===== src/rtl/ram_sp_clr.sv =====
// Single-port RAM with a registered read port and a one-word-per-cycle clear sweep.
// The sweep runs after reset and on each clr request; accesses are ignored while it runs.
module ram_sp_clr #(
   parameter int DEPTH    = 32,
   parameter int WIDTH    = 8,
   parameter int RDW_MODE = 0,
   parameter int ADDR_W   = $clog2(DEPTH)
) (
   input  logic              clk,
   input  logic              reset_n,
   input  logic [ADDR_W-1:0] addr,
   input  logic [WIDTH-1:0]  din,
   input  logic              wren,
   input  logic              clr,
   output logic [WIDTH-1:0]  dout,
   output logic              valid,
   output logic              busy
);

   typedef enum logic {IDLE = 1'b0, CLEAR = 1'b1} state_t;

   localparam logic [ADDR_W-1:0] LAST_PTR = ADDR_W'(DEPTH - 1);
   localparam logic [ADDR_W:0]   DEPTH_W  = (ADDR_W + 1)'(DEPTH);

   state_t            state_q, state_d;
   logic [ADDR_W-1:0] ptr_q, ptr_d;
   logic              busy_q, busy_d;
   logic              valid_q, valid_d;
   logic [WIDTH-1:0]  dout_q, dout_d;

   logic [WIDTH-1:0]  mem [DEPTH];
   logic              in_range;
   logic [WIDTH-1:0]  rd_word;
   logic              mem_we;
   logic [ADDR_W-1:0] mem_waddr;
   logic [WIDTH-1:0]  mem_wdata;

   // Addresses past the last word are legal on the port but never touch the array.
   assign in_range = ({1'b0, addr} < DEPTH_W);
   assign rd_word  = in_range ? mem[addr] : '0;

   always_comb begin
      state_d   = state_q;
      ptr_d     = ptr_q;
      busy_d    = busy_q;
      valid_d   = 1'b0;
      dout_d    = dout_q;
      mem_we    = 1'b0;
      mem_waddr = ptr_q;
      mem_wdata = '0;
      case (state_q)
         CLEAR: begin
            mem_we = 1'b1;
            dout_d = '0;
            if (ptr_q == LAST_PTR) begin
               state_d = IDLE;
               busy_d  = 1'b0;
            end else begin
               ptr_d = ptr_q + ADDR_W'(1);
            end
         end
         IDLE: begin
            if (clr) begin
               state_d = CLEAR;
               ptr_d   = '0;
               busy_d  = 1'b1;
               dout_d  = '0;
            end else begin
               valid_d = 1'b1;
               if (wren) begin
                  mem_we    = in_range;
                  mem_waddr = addr;
                  mem_wdata = din;
                  // Read-first returns the word as it was before this write lands.
                  if (!in_range)         dout_d = '0;
                  else if (RDW_MODE == 0) dout_d = din;
                  else                    dout_d = rd_word;
               end else begin
                  dout_d = rd_word;
               end
            end
         end
      endcase
   end

   always_ff @(posedge clk or negedge reset_n) begin
      if (!reset_n) begin
         state_q <= CLEAR;
         ptr_q   <= '0;
         busy_q  <= 1'b1;
         valid_q <= 1'b0;
         dout_q  <= '0;
      end else begin
         state_q <= state_d;
         ptr_q   <= ptr_d;
         busy_q  <= busy_d;
         valid_q <= valid_d;
         dout_q  <= dout_d;
      end
   end

   // Array has no reset so it maps onto block RAM; the sweep provides the zeroing.
   always_ff @(posedge clk) begin
      if (mem_we) mem[mem_waddr] <= mem_wdata;
   end

   assign dout  = dout_q;
   assign valid = valid_q;
   assign busy  = busy_q;

endmodule


===== config.mk =====
export PLATFORM = sky130hd
export DESIGN_NAME = ram_sp_clr
export DESIGN_NICKNAME = d
export VERILOG_FILES = /design/src/rtl/ram_sp_clr.sv
export SDC_FILE = /design/constraint.sdc
export NUM_CORES = 1
export LEC_CHECK = 0
export ABC_AREA = 1
export CAP_MARGIN = 20
export CORE_MARGIN = 8
export CORE_UTILIZATION = 40
export DETAILED_ROUTE_END_ITERATION = 8
export PLACE_DENSITY = 0.68
export REMOVE_ABC_BUFFERS = 1
export SYNTH_ARGS = -nofsm -noshare
export SYNTH_HDL_FRONTEND = slang
export SYNTH_SLANG_ARGS = --single-unit

===== constraint.sdc =====
create_clock -name clk -period 4.04 [get_ports clk]
set_input_delay 0.808 -clock clk [delete_from_list [all_inputs] [get_ports clk]]
set_output_delay 0.808 -clock clk [all_outputs]
set_load 0.02 [all_outputs]

==> run summary <==
First-pass GRT wire length = 41550 um
Row count = 61
Hold Path End = busy
Final ANT Viol Nets = 0
Core area = 27710 um2
Die W = 183.4 um
Fin Setup TNS = 0 ps
Die footprint = 33650 um2
Crit share post-route = 0.6876
H-tree levels = 1
Post-CTS setup buffers = 0
VDD IR-drop max = 302.6 uV
CP Cell Sequence = clkdlybuf4s50_1, nand2_1, inv_1, nor2_1, nand3_2, nor2_1
Die H = 183.4 um
Setup Viol. Count Final = 0
Yosys cell types = 23
Hold Path Class = reg2reg
Root buf cell = clkbuf_16
Leak pwr = 4.895 nW
R2R depth = 6
GRT Residual Overflow = 0
# Max-Cap Violations = 0
Fraction of layout cells with a size suffix above 1 = 0.07329
Vias per cell = 5.174
Beginning of the worst hold path = busy
I/O Buffers = 26
Area grow syn2layout = 13.09%
Final Hold Fails = 0
Skew final = 10.51 ps
Cell at the slowest stage of the critical path = nor2_1
Clock-pin slew on the worst setup and hold paths = 60 ps
WS Path Type = in2reg
Fin util = 0.4577
Pwr dens = 528.1 nW/um2
Worst Setup End Kind = register
I/O Pins = 27
DRT iter0 DRCs = 817
Tmin final = 2778 ps
Crit path max fanout = 8
Vias = 7327
1st-pass router iterations = 6
Run status = complete, no violations
Slew Limit Headroom = 0.3112
CP required = 4190 ps
Cell area after layout = 12680 um2
Cts repair resizes = 0
Non-filler cells, final = 1416
GR Util All Layers = 0.1584
Wire per inst = 18.78 um
Worst EP arrival = 2930 ps
Initial Utilization = 0.4047
Worst setup SP type = primary input
Delay of the slowest critical-path stage = 700 ps
Post-Syn Area = 11210 um2
Worst-skew pair later-pin latency = 530 ps
FF+latch count, synth = 272
Final Max Slew Viols = 0
Slew @ Worst Pin = 1025 ps
TritonCTS clock tree = done
Placed inst area = 11900 um2
Setup slack, reg-to-reg = 1400 ps
Post-synthesis sequential area ratio = 0.7215
Residual DRC = 0
Max Buffers Root-to-Sink = 3
# clock sinks = 272
Number of global-route vias before repair = 7151
Hpwl dp = 17280 um
FF-to-FF End = mem[0][5]
RSZ-0062 raised after global routing = no
Cts hold-fix bufs = 0
R2r startpoint = state_q
Total wire length = 26590 um
Syn Area/Cell = 11.34 um2
Most used cell, CP = nor2_1
Fmax = 360.0 MHz
Synth warn = 0
Clock buffer count from CTS = 27
Hold Crit Depth = 2
Syn Inst Count = 989
Largest net degree at the start of global routing = 73
GP Congestion = 0.8869
Initial antenna violation count = 1
Inst Count DP = 1367
Nets = 1037
==> state kept, by name (all words and copies together), names as in the netlist <==
register and flops:
busy 1, state_q 1, valid 1, mem 256, ptr_q 5, dout 8
==> synthesized netlist by cell type, drive strengths merged <==
library cell / n / area share
nand2: 355 / 0.12
edfxtp: 256 / 0.69
nand3: 220 / 0.10
buf: 47 / 0.022
nor2: 44 / 0.015
inv: 28 / 0.0094
dfrtp: 14 / 0.031
o21ai: 9 / 0.0057
clkbuf: 6 / 0.0020
a21oi: 2 / 0.00089
dfstp: 2 / 0.0047
ha: 2 / 0.0022
nor3: 2 / 0.00089
a22oi: 1 / 0.00067
nand4: 1 / 0.00056
==> per-layer routing <==
layer	vias to the layer above	share of wire	GRT usage	wire length (um)
li1	3474	-	-	-
met1	3523	0.43	0.2153	11430
met2	278	0.48	0.2593	12800
met3	52	0.064	0.01897	1711
met4	0	0.024	0.05628	651
met5	-	0	0	0
==> cell type report <==
class	instances	area [um2]
antenna	1	2.502
fill	2469	15020
timing repair buffer	53	480.5
tap	378	473.0
clock inverter	7	28.78
sequential	272	8090
inverter	28	106.4
multi-input combinational	636	2751
clock buffer	41	748.2
==> worst max path at each step <==
stage	endpoint	cells after the start	startpoint	slack, ps
after global placement	mem[0][7]	8	clr	800
final	mem[0][5]	6	clr	1260
after CTS	mem[0][5]	9	clr	1290
after global routing	mem[17][0]	8	clr	1100
after detailed placement	mem[0][7]	9	clr	750
after floorplan	dout[0]	9	addr[0]	790
==> report_power, final <==
part | leakage, nW | total, mW | switching, mW | internal (mW)
Sequential | 2.75 | 3.47 | 0.0727 | 3.40
Combinational | 1.77 | 0.992 | 0.734 | 0.258
Clock | 0.377 | 2.24 | 0.972 | 1.26
==> cell families (layout without fill, tap and decap cells) <==
| kind of cell | count (synthesis) | after routing | share of synthesized area |
|---|---|---|---|
| buffers and inverters | 81 | 129 | 0.03314 |
| other | 0 | 1 | 0 |
| AO/OA/AOI/OAI | 12 | 12 | 0.007253 |
| adder cells (fa/ha/maj) | 2 | 2 | 0.002231 |
| flip-flops | 272 | 272 | 0.7215 |
| AND/OR/NAND/NOR | 622 | 622 | 0.2359 |
==> layout by cell type (no fill, tap or decap) <==
cell / netlist / routed
o21ai_0: 4 / 4
nor3_1: 2 / 2
clkdlybuf4s50_1: 0 / 24
nand3_2: 4 / 4
nand4_1: 1 / 1
nor2_4: 1 / 1
nor2_1: 43 / 43
a22oi_1: 1 / 1
ha_1: 2 / 2
inv_2: 2 / 2
inv_1: 26 / 25
buf_12: 0 / 2
clkinv_2: 0 / 3
buf_4: 5 / 26
buf_2: 33 / 1
nand2_1: 354 / 354
edfxtp_1: 256 / 256
clkbuf_1: 6 / 12
dfstp_2: 2 / 2
clkbuf_16: 0 / 27
diode_2: 0 / 1
clkinv_1: 0 / 5
o21ai_2: 5 / 5
nand3_1: 216 / 216
clkbuf_8: 0 / 2
a21oi_1: 2 / 2
dfrtp_1: 14 / 14
nand2_2: 1 / 1
==> through the flow <==
step | setup WS (ps) | total power [mW] | hold WS [ps]
3_3_place_gp | 798.6 | 4.496 | 503.4
6_report | 1262 | 6.697 | 529.7
5_1_grt | 1103 | 6.957 | 550.6
3_5_place_dp | 749.4 | 4.512 | 520.5
2_1_floorplan | 787.3 | 4.104 | 490.1
4_1_cts | 1295 | 6.720 | 531.4
==> critical path: cells and delay by family <==
| family | cells | cell delay [ps] |
|---|---|---|
| buffers and inverters | 2 | 560 |
| AND/OR/NAND/NOR | 4 | 1550 |
(Power assumes the default switching activity.)
